[src/rtl/plic_pkg.sv]
// Shared types and constants for the PLIC gateway/arbiter slice.
package plic_pkg;

    localparam int ID_W        = 8;
    localparam int RESERVED_ID = 0;

    typedef enum logic [1:0] {
        OPEN    = 2'd0,
        PEND    = 2'd1,
        CLAIMED = 2'd2
    } gw_state_t;

endpackage

[src/rtl/plic_gateway.sv]
// Per-source interrupt gateway: 2-flop synchroniser, OPEN/PEND/CLAIMED state, gate pulse.
// PLIC_EDGE_TRIG_EN adds per-source edge triggering with a one-deep latched edge flag.
module plic_gateway
    import plic_pkg::*;
(
    input  logic clk,
    input  logic rstn,
    input  logic irq,
    input  logic claim,
    input  logic cmpl_evt,
`ifdef PLIC_EDGE_TRIG_EN
    input  logic edge_mode,
`endif
    output logic gate
);

    logic      irq_m;
    logic      irq_s;
    logic      trigger;
    gw_state_t state;

    always_ff @(posedge clk or negedge rstn) begin
        if (!rstn) begin
            irq_m <= 1'b0;
            irq_s <= 1'b0;
        end else begin
            // NOTE: non-blocking assignments make each stage sample the previous stage's old value.
            irq_m <= irq;
            irq_s <= irq_m;
        end
    end

`ifdef PLIC_EDGE_TRIG_EN
    logic irq_d;
    logic rise;
    logic edge_flag;

    assign rise    = irq_s & ~irq_d;
    assign trigger = edge_mode ? (rise | edge_flag) : irq_s;

    // Edges arriving while blocked are merged into one deferred request.
    always_ff @(posedge clk or negedge rstn) begin
        if (!rstn) begin
            irq_d     <= 1'b0;
            edge_flag <= 1'b0;
        end else begin
            irq_d <= irq_s;
            if (state != OPEN) begin
                if (edge_mode && rise)
                    edge_flag <= 1'b1;
            end else begin
                edge_flag <= 1'b0;
            end
        end
    end
`else
    assign trigger = irq_s;
`endif

    always_ff @(posedge clk or negedge rstn) begin
        if (!rstn) begin
            state <= OPEN;
            gate  <= 1'b0;
        end else begin
            gate <= 1'b0;
            case (state)
                OPEN: begin
                    if (trigger) begin
                        gate  <= 1'b1;
                        state <= PEND;
                    end
                end
                PEND:    if (claim)    state <= CLAIMED;
                CLAIMED: if (cmpl_evt) state <= OPEN;
                default: state <= OPEN;
            endcase
        end
    end

endmodule

[src/rtl/plic_gateway_arb.sv]
// PLIC gateways for sources 1..EXT_IRQ_NUM plus registered max-priority arbiter driving final_id/meip.
// Optional macro PLIC_EDGE_TRIG_EN adds the src_edge port for edge-triggered sources.
module plic_gateway_arb
    import plic_pkg::*;
#(
    parameter int EXT_IRQ_NUM = 31,
    parameter int PRIO_WIDTH  = 3
) (
    input  logic                                  clk,
    input  logic                                  rstn,
    input  logic [EXT_IRQ_NUM:0]                  ext_irq,
    input  logic [EXT_IRQ_NUM:0]                  ip_r,
    input  logic [EXT_IRQ_NUM:0]                  ie_r,
    input  logic [PRIO_WIDTH*(EXT_IRQ_NUM+1)-1:0] prio_r_1d,
    input  logic [PRIO_WIDTH-1:0]                 threshold_r,
    input  logic [ID_W-1:0]                       claim_id,
    input  logic [ID_W-1:0]                       cmplt_id,
`ifdef PLIC_EDGE_TRIG_EN
    input  logic [EXT_IRQ_NUM:0]                  src_edge,
`endif
    output logic [EXT_IRQ_NUM:0]                  plic_reg_gate,
    output logic [ID_W-1:0]                       final_id,
    output logic                                  meip
);

    logic [ID_W-1:0]       cmplt_q;
    logic                  cmpl_chg;
    logic [ID_W-1:0]       win_id;
    logic [PRIO_WIDTH-1:0] win_prio;
    logic [PRIO_WIDTH-1:0] cur_prio;
    logic                  unused_src0;

    // Source 0 is reserved; its inputs are deliberately dropped.
`ifdef PLIC_EDGE_TRIG_EN
    assign unused_src0 = ^{ext_irq[0], ip_r[0], ie_r[0], prio_r_1d[PRIO_WIDTH-1:0], src_edge[0]};
`else
    assign unused_src0 = ^{ext_irq[0], ip_r[0], ie_r[0], prio_r_1d[PRIO_WIDTH-1:0]};
`endif

    always_ff @(posedge clk or negedge rstn) begin
        if (!rstn) cmplt_q <= '0;
        else       cmplt_q <= cmplt_id;
    end

    // A completion is a change of the complete register, so a held value fires once.
    assign cmpl_chg         = (cmplt_id != cmplt_q);
    assign plic_reg_gate[0] = 1'b0;

    for (genvar i = 1; i <= EXT_IRQ_NUM; i++) begin : g_gw
        plic_gateway u_gw (
            .clk      (clk),
            .rstn     (rstn),
            .irq      (ext_irq[i]),
            .claim    (claim_id == ID_W'(i)),
            .cmpl_evt (cmpl_chg && (cmplt_id == ID_W'(i))),
`ifdef PLIC_EDGE_TRIG_EN
            .edge_mode(src_edge[i]),
`endif
            .gate     (plic_reg_gate[i])
        );
    end

    // Ascending scan with strict '>' keeps the lowest id on priority ties.
    always_comb begin
        // NOTE: defaults first so every path assigns every variable and no latch is inferred.
        win_id   = ID_W'(RESERVED_ID);
        win_prio = '0;
        cur_prio = '0;
        for (int i = 1; i <= EXT_IRQ_NUM; i++) begin
            cur_prio = prio_r_1d[i*PRIO_WIDTH +: PRIO_WIDTH];
            if (ip_r[i] && ie_r[i] && (cur_prio > threshold_r) && (cur_prio > win_prio)) begin
                win_id   = ID_W'(i);
                win_prio = cur_prio;
            end
        end
    end

    always_ff @(posedge clk or negedge rstn) begin
        if (!rstn) begin
            final_id <= '0;
            meip     <= 1'b0;
        end else begin
            final_id <= win_id;
            meip     <= (win_id != ID_W'(RESERVED_ID));
        end
    end

endmodule

[config.mk]
export PLATFORM = sky130hd
export DESIGN_NAME = plic_gateway_arb
export DESIGN_NICKNAME = d
export VERILOG_FILES = /design/src/rtl/plic_pkg.sv /design/src/rtl/plic_gateway.sv /design/src/rtl/plic_gateway_arb.sv
export SDC_FILE = /design/constraint.sdc
export NUM_CORES = 1
export LEC_CHECK = 0
export BUFFER_PORTS_ARGS = -buffer_cell sky130_fd_sc_hd__buf_2
export CORE_MARGIN = 2
export CORE_UTILIZATION = 44
export DETAILED_ROUTE_END_ITERATION = 8
export PLACE_DENSITY = 0.66
export SLEW_MARGIN = 20
export SYNTH_ARGS = -nofsm -noshare
export SYNTH_HDL_FRONTEND = slang
export SYNTH_SLANG_ARGS = --single-unit
[constraint.sdc]
create_clock -name clk -period 2.9 [get_ports clk]
set_clock_uncertainty 0.05 [all_clocks]
set_input_delay 0.29 -clock clk [delete_from_list [all_inputs] [get_ports clk]]
set_output_delay 0.29 -clock clk [all_outputs]
set_load 0.1 [all_outputs]
==> metrics.yaml, run 1 <==
synthXorXnorAreaFrac_pct: 0.566
cts_made_buffers: 17
nets: 2446
slowest_stage: "or4b_1"
fin_cells: 2494
synth_compound_area_share_pct: 22.5
syn_area_um2: 12400
rrSetupSlack_ns: 0.43
wl_per_cell_um: 16.1
critPathKind: "input pin to register"
status: "finished with violations"
grt_pass1_vias: 13100
cp-endpoint: "meip"
ys_async_sr_fraction_pct: 100
clk_path_buf_depth: 2
use_met1_pct: 31.5
die_width_um: 172
synth_cells: 1407
final_antenna_net_count: 0
pin_count: 254
arrival_ns: 36.02
relSlewSlack_pct: 42.9
clockRootBuffer: "clkbuf_16"
final-hold-violation-count: 0
cts_tree: "yes"
fin_util_pct: 68.8
std_cell_rows: 61
rsz0062_at_grt: "yes"
hpwl_um: 29000
cp-startpoint: "threshold_r[1]"
top_usage_layer: "met2"
synth-edff-count: 0
synth_seq_area_share_pct: 34.1
synthMuxAreaShare_pct: 0.909
r2r-start: "cmplt_q[6]"
io_buffers: 243
drive_gt1_share_pct: 43.4
startpoint_type: "input pin"
vias: 13200
synth-seq-cells: 169
setup_viol: 6
finalCritPeriodShare_pct: 1230
finalWorstSetupSlack_ns: -32.87
grt_max_degree: 75
r2r_cells: 8
layout_min_cycle_time_ns: 35.77
routed_wl_um: 40000
hold_path_class: "input pin to register"
crit_path_end_kind: "register"
core_area_um2: 27800
fp.dieH_um: 172
dieArea_um2: 29500
ys_types: 89
synth.area.top_cells: "dfrtp_1 (34%), ha_1 (13%), nand2_1 (5.5%)"
synth_commonest_cells: "nand2_1 (181), dfrtp_1 (169), ha_1 (133)"
finalInstanceArea_um2: 19100
leakage_nw: 9.35
insertion_delay_ns: 0.43
start_util_pct: 44.6
maxCapViolations: 0
clock_sinks: 169
crit_fanout: 4
antenna_found_initial: 5
synth_simple_gate_area_share_pct: 22.5
cp.required_ns: 3.16
worst_slew_pin_slew_ns: 0.855
use_met3_pct: 4.19
max_freq_mhz: 28.0
grt.met2_usage_pct: 47.7
grt_usage_pct: 26.0
whs_ns: 0.232
drt-pass1-iter-count: 7
synth_ff_type: "dfrtp_1"
peakVddDrop_mv: 0.377
yosysWarnings: 0
setup_tns_ns: -195.16
drv_slew: 0
area_growth_pct: 54.3
violations: "setup timing"
place_inst: 2307
cts-htree-levels: 4
cpMostUsedCell: "ha_1"
netlist.top_cell.by_area: "dfrtp_1"
drt_iter0_drc: 758
vias_per_cell: 5.31
synthAdderAreaFrac_pct: 14.1
p_per_area_nw_per_um2: 583
place_area_um2: 16600
total_power_mw: 11.1
overflow: 0
slowest_delay_ns: 0.52
grt_pass1_wl_um: 61900
r2r_end: "g_gw[19].u_gw.state[1]"
path_clk_slew_ns: 0.07
yosysMostFrequentCell: "nand2_1"
avgSynthCellArea_um2: 8.80
place.gp.congestion: 0.901
post-place-ws_ns: -33.17
synth_top_area_share_pct: 34.1
synth_top_family_by_area: "simple AND/OR/NAND/NOR gates"
drc: 0
cell usage in the layout (no fill, tap or decap), drive strengths merged, types with 7 or more instances in the layout:
| master | n |
|---|---|
| o21bai | 25 |
| a211oi | 9 |
| xor2 | 8 |
| o31ai | 14 |
| inv | 91 |
| or2 | 19 |
| nor2b | 25 |
| dfrtp | 169 |
| and4 | 7 |
| nor3b | 34 |
| nor4 | 7 |
| and3 | 18 |
| nand3b | 10 |
| a31oi | 10 |
| ha | 133 |
| o21ai | 62 |
| a21oi | 82 |
| nor2 | 101 |
| o32ai | 9 |
| a211o | 7 |
| clkbuf | 17 |
| dlygate4sd3 | 40 |
| nor3 | 20 |
| or3 | 9 |
| mux2 | 7 |
| maj3 | 8 |
| buf | 681 |
| a311oi | 21 |
| nand2b | 41 |
| a21o | 33 |
| nand4 | 7 |
| and2 | 27 |
| o21a | 22 |
| nand2 | 181 |
| o22ai | 21 |
| nand3 | 42 |
area by class of cell:
class,instances,area (um2)
Fill cell,2213,8670
Tap cell,378,473
Clock buffer,17,425
Inverter,86,330
Timing Repair Buffer,721,4970
Clock inverter,15,179
Multi-Input combinational cell,1105,8500
Antenna cell,3,7.51
Sequential cell,169,4230
power by group:
part           internal (mW)  switching (mW)  leakage [nW]  total [mW]
Sequential              2.66           0.183          2.04        2.84
Combinational           2.80            3.24          7.02        6.04
Clock                   1.23            1.03         0.292        2.26
Total                   6.69            4.44          9.35        11.1
sequential cells by signal, indices dropped and copies added (netlist names):
| register | flops |
|---|---|
| g_gw.u_gw.state | 62 |
| g_gw.u_gw.irq_s | 31 |
| g_gw.u_gw.irq_m | 31 |
| meip | 1 |
| g_gw.u_gw.gate | 31 |
| cmplt_q | 8 |
| final_id | 5 |
worst max-delay path, delay by kind of cell:
kind / cells / cell delay, ns
AO/OA/AOI/OAI: 86 / 14.41
multiplexers: 6 / 1.65
adder cells (fa/ha/maj): 39 / 11.01
AND/OR/NAND/NOR: 70 / 8.20
buffers and inverters: 5 / 0.42
routing by layer:
layer / up-vias / part of all wire [%]
li1: 6507 / -
met1: 6302 / 42
met2: 373 / 51
met3: 56 / 5.1
met4: 4 / 1.8
met5: - / 0.067
logic make-up after synthesis:
family          Yosys count
simple gates            551
flops                   169
mux                      10
other cells               1
buf+inv                 136
compound gates          391
xor+xnor                  8
fa+ha+maj               141
worst min path at each step:
stage | start | end | slack [ns] | cells past startpoint
final | claim_id[0] | g_gw[4].u_gw.state[1] | 0.23 | 4
after global routing | claim_id[0] | g_gw[12].u_gw.state[1] | 0.24 | 4
after CTS | claim_id[0] | g_gw[12].u_gw.state[1] | 0.21 | 4
after detailed placement | g_gw[8].u_gw.irq_m | g_gw[8].u_gw.irq_s | 0.28 | 0
after global placement | g_gw[3].u_gw.irq_m | g_gw[3].u_gw.irq_s | 0.28 | 0
after floorplan | rstn | cmplt_q[0] | -0.06 | 0
timing repair:
| item | in CTS | in global routing |
|---|---|---|
| resized for setup | 33 | 92 |
| pin swaps | 72 | 131 |
| endpoints found under the hold margin | 111 | 0 |
| hold buffers | 40 | 0 |
| endpoints found under the setup margin | 6 | 25 |
| setup buffers | 81 | 33 |
Power figures use the tool's default switching activity.
==> inputs of run 2 (changes only) <==
Settings changed: RECOVER_POWER set to 50.
==> run 2 against run 1 <==
Effect of this change: the flow finishes with violations (capacitance limit, slew limit, setup timing); non-clock buffer count is the same; combinational power about the same; count of clock-buffer cells in the layout stayed put; hold slack worse by 0.0066 ns; largest cell class unchanged; highest routed layer unchanged; final cell count unchanged; critical path depth stayed put; largest power group unchanged; wire length barely moved; global-route usage did not move; critical path type unchanged; via count down 0.26%; maximum frequency barely moved; flip-flop and latch count is the same.
==> metrics.yaml, run 2 (synthesis gave the netlist of run 1 again) <==
status: "finished with violations"
violations: "capacitance limit, slew limit, setup timing"
final_cell_mix: "buf_4 (428), buf_2 (225), nand2_1 (171), dfrtp_1 (169), ha_1 (117)"
finalInstanceArea_um2: 19100  # -0.22%
r2r_end: "g_gw[19].u_gw.state[1]"
top_layer: "met5"
io_buffers: 243  # unchanged
slowest_delay_ns: 0.52  # about the same
max_freq_mhz: 28.0  # about the same
pin_count: 254  # unchanged
maxCapViolations: 1  # +1
drive_gt1_share_pct: 42.6  # -0.76 points
final_antenna_net_count: 0  # unchanged
finalCritPeriodShare_pct: 1230  # about the same
drt-pass1-iter-count: 7  # unchanged
rrSetupSlack_ns: 0.41  # -0.02 ns
final-hold-violation-count: 0  # unchanged
crit_path_end_kind: "register"
cts_made_buffers: 17  # unchanged
drc: 0  # unchanged
wl_per_cell_um: 16.0  # about the same
layout_commonest_cell: "buf_4"
core_area_um2: 27800  # unchanged
start_util_pct: 44.6  # unchanged
r2r_cells: 8  # unchanged
routed_wl_um: 40000  # about the same
critPathTopFamily: "compound AO/OA/AOI/OAI gates"
cts-htree-levels: 4  # unchanged
cpMostUsedCell: "ha_1"
peakVddDrop_mv: 0.377  # about the same
met1Wirelength_um: 16600  # -0.61%
startpoint_type: "input pin"
fp.dieH_um: 172  # unchanged
place_inst: 2307  # unchanged
area_growth_pct: 54.0
path_buf_inv: 5  # unchanged
antenna_found_initial: 5  # unchanged
min_to: "g_gw[4].u_gw.state[1]"
relSlewSlack_pct: -18.2  # -61 points
clk_path_buf_depth: 2  # unchanged
cp.required_ns: 3.15  # about the same
hpwl_um: 29000  # unchanged
slowest_stage: "or4b_1"
whs_path_depth: 4  # unchanged
vias: 13200  # -0.26%
total_power_mw: 11.1  # about the same
layout_min_cycle_time_ns: 35.74  # -0.0257 ns
worst_slew_pin_slew_ns: 1.77  # +0.918 ns
p_per_area_nw_per_um2: 583  # +0.12%
nets: 2446  # unchanged
clockRootBuffer: "clkbuf_16"
whs_ns: 0.226  # -0.00664 ns
post-place-ws_ns: -33.17  # unchanged
grt_pass1_wl_um: 61900  # unchanged
r2r-start: "cmplt_q[6]"
fin_cells: 2494  # unchanged
dr_wl_met2_um: 20600  # +0.17%
crit_fanout: 4  # unchanged
leakage_nw: 9.30  # -0.56%
setup_viol: 6  # unchanged
place_area_um2: 16600  # unchanged
grt_max_degree: 75  # unchanged
overflow: 0  # unchanged
drt_iter0_drc: 781  # +3.0%
rsz0062_at_grt: "yes"
place.gp.congestion: 0.901  # unchanged
grt_usage_pct: 26.0  # unchanged
min_from: "claim_id[0]"
vias_per_cell: 5.30  # -0.26%
cts_tree: "yes"
insertion_delay_ns: 0.43  # about the same
dieArea_um2: 29500  # unchanged
clock_sinks: 169  # unchanged
drv_slew: 74  # +74
hold_path_class: "input pin to register"
arrival_ns: 35.99  # -0.03 ns
grt_pass1_vias: 13100  # unchanged
path_clk_slew_ns: 0.07  # about the same
finalWorstSetupSlack_ns: -32.84  # +0.0257 ns
top_register: "g_gw.u_gw.state"
wl_met3_um: 2050  # +1.3%
std_cell_rows: 61  # unchanged
largest_reg_flops: 62  # unchanged
critPathKind: "input pin to register"
die_width_um: 172  # unchanged
## run 2: cell types whose count changed in the layout (fill, tap and decap cells not counted)
cell / previous run / this run
buf_2: 241 / 225
clkbuf_1: 0 / 16
clkbuf_2: 0 / 2
buf_12: 2 / 1
buf_4: 429 / 428
buf_6: 9 / 8
clkbuf_4: 0 / 1
## run 2: through the flow
stage	util (%)	TNS, ns
after global placement	59.8	-189.42
after global routing	68.6	-210.21
after CTS	66.2	-189.80
after detailed placement	59.8	-196.28
final	68.6	-195.01
after floorplan	-	-194.16
## run 2: per-layer routing
metal / vias up / track usage [%]
met5: - / 0
li1: 6507 / -
met2: 352 / 47.7
met3: 58 / 4.19
met4: 4 / 6.72
met1: 6286 / 31.5
## run 2: worst register-to-register path: cells and delay by family (launching register included)
family	cells	cell delay, ns
XOR/XNOR	1	0.18
AO/OA/AOI/OAI	2	0.68
AND/OR/NAND/NOR	5	1.07
flip-flops	1	0.38
## run 2: what timing repair did
action	CTS	global route
endpoints found under the setup margin	6	25
pin swaps	72	131
gates resized for setup	33	92
hold endpoints to repair	111	0
hold buffers	40	0
buffers inserted	81	33
## run 2: worst max path at each step
stage	start	end	slack, ns	depth (start not counted)
finish	threshold_r[1]	meip	-32.84	206
floorplan	threshold_r[1]	meip	-32.85	207
global placement	threshold_r[1]	meip	-31.94	208
global route	threshold_r[1]	meip	-34.85	209
CTS	threshold_r[1]	meip	-32.07	208
detailed placement	threshold_r[1]	meip	-33.17	208
## run 2: cell type report
cell class / instances / area (um2)
antenna: 3 / 7.51
tap: 378 / 473
inverter: 86 / 330
clock buffer: 17 / 425
clock inverter: 15 / 179
multi-input combinational: 1105 / 8500
fill: 2228 / 8710
sequential: 169 / 4230
timing repair buffer: 721 / 4930
## run 2: power by group
part / switching (mW) / internal (mW) / leakage (nW)
clock: 1.02 / 1.23 / 0.292
combinational: 3.23 / 2.79 / 6.97
sequential: 0.183 / 2.66 / 2.04
total: 4.44 / 6.69 / 9.30
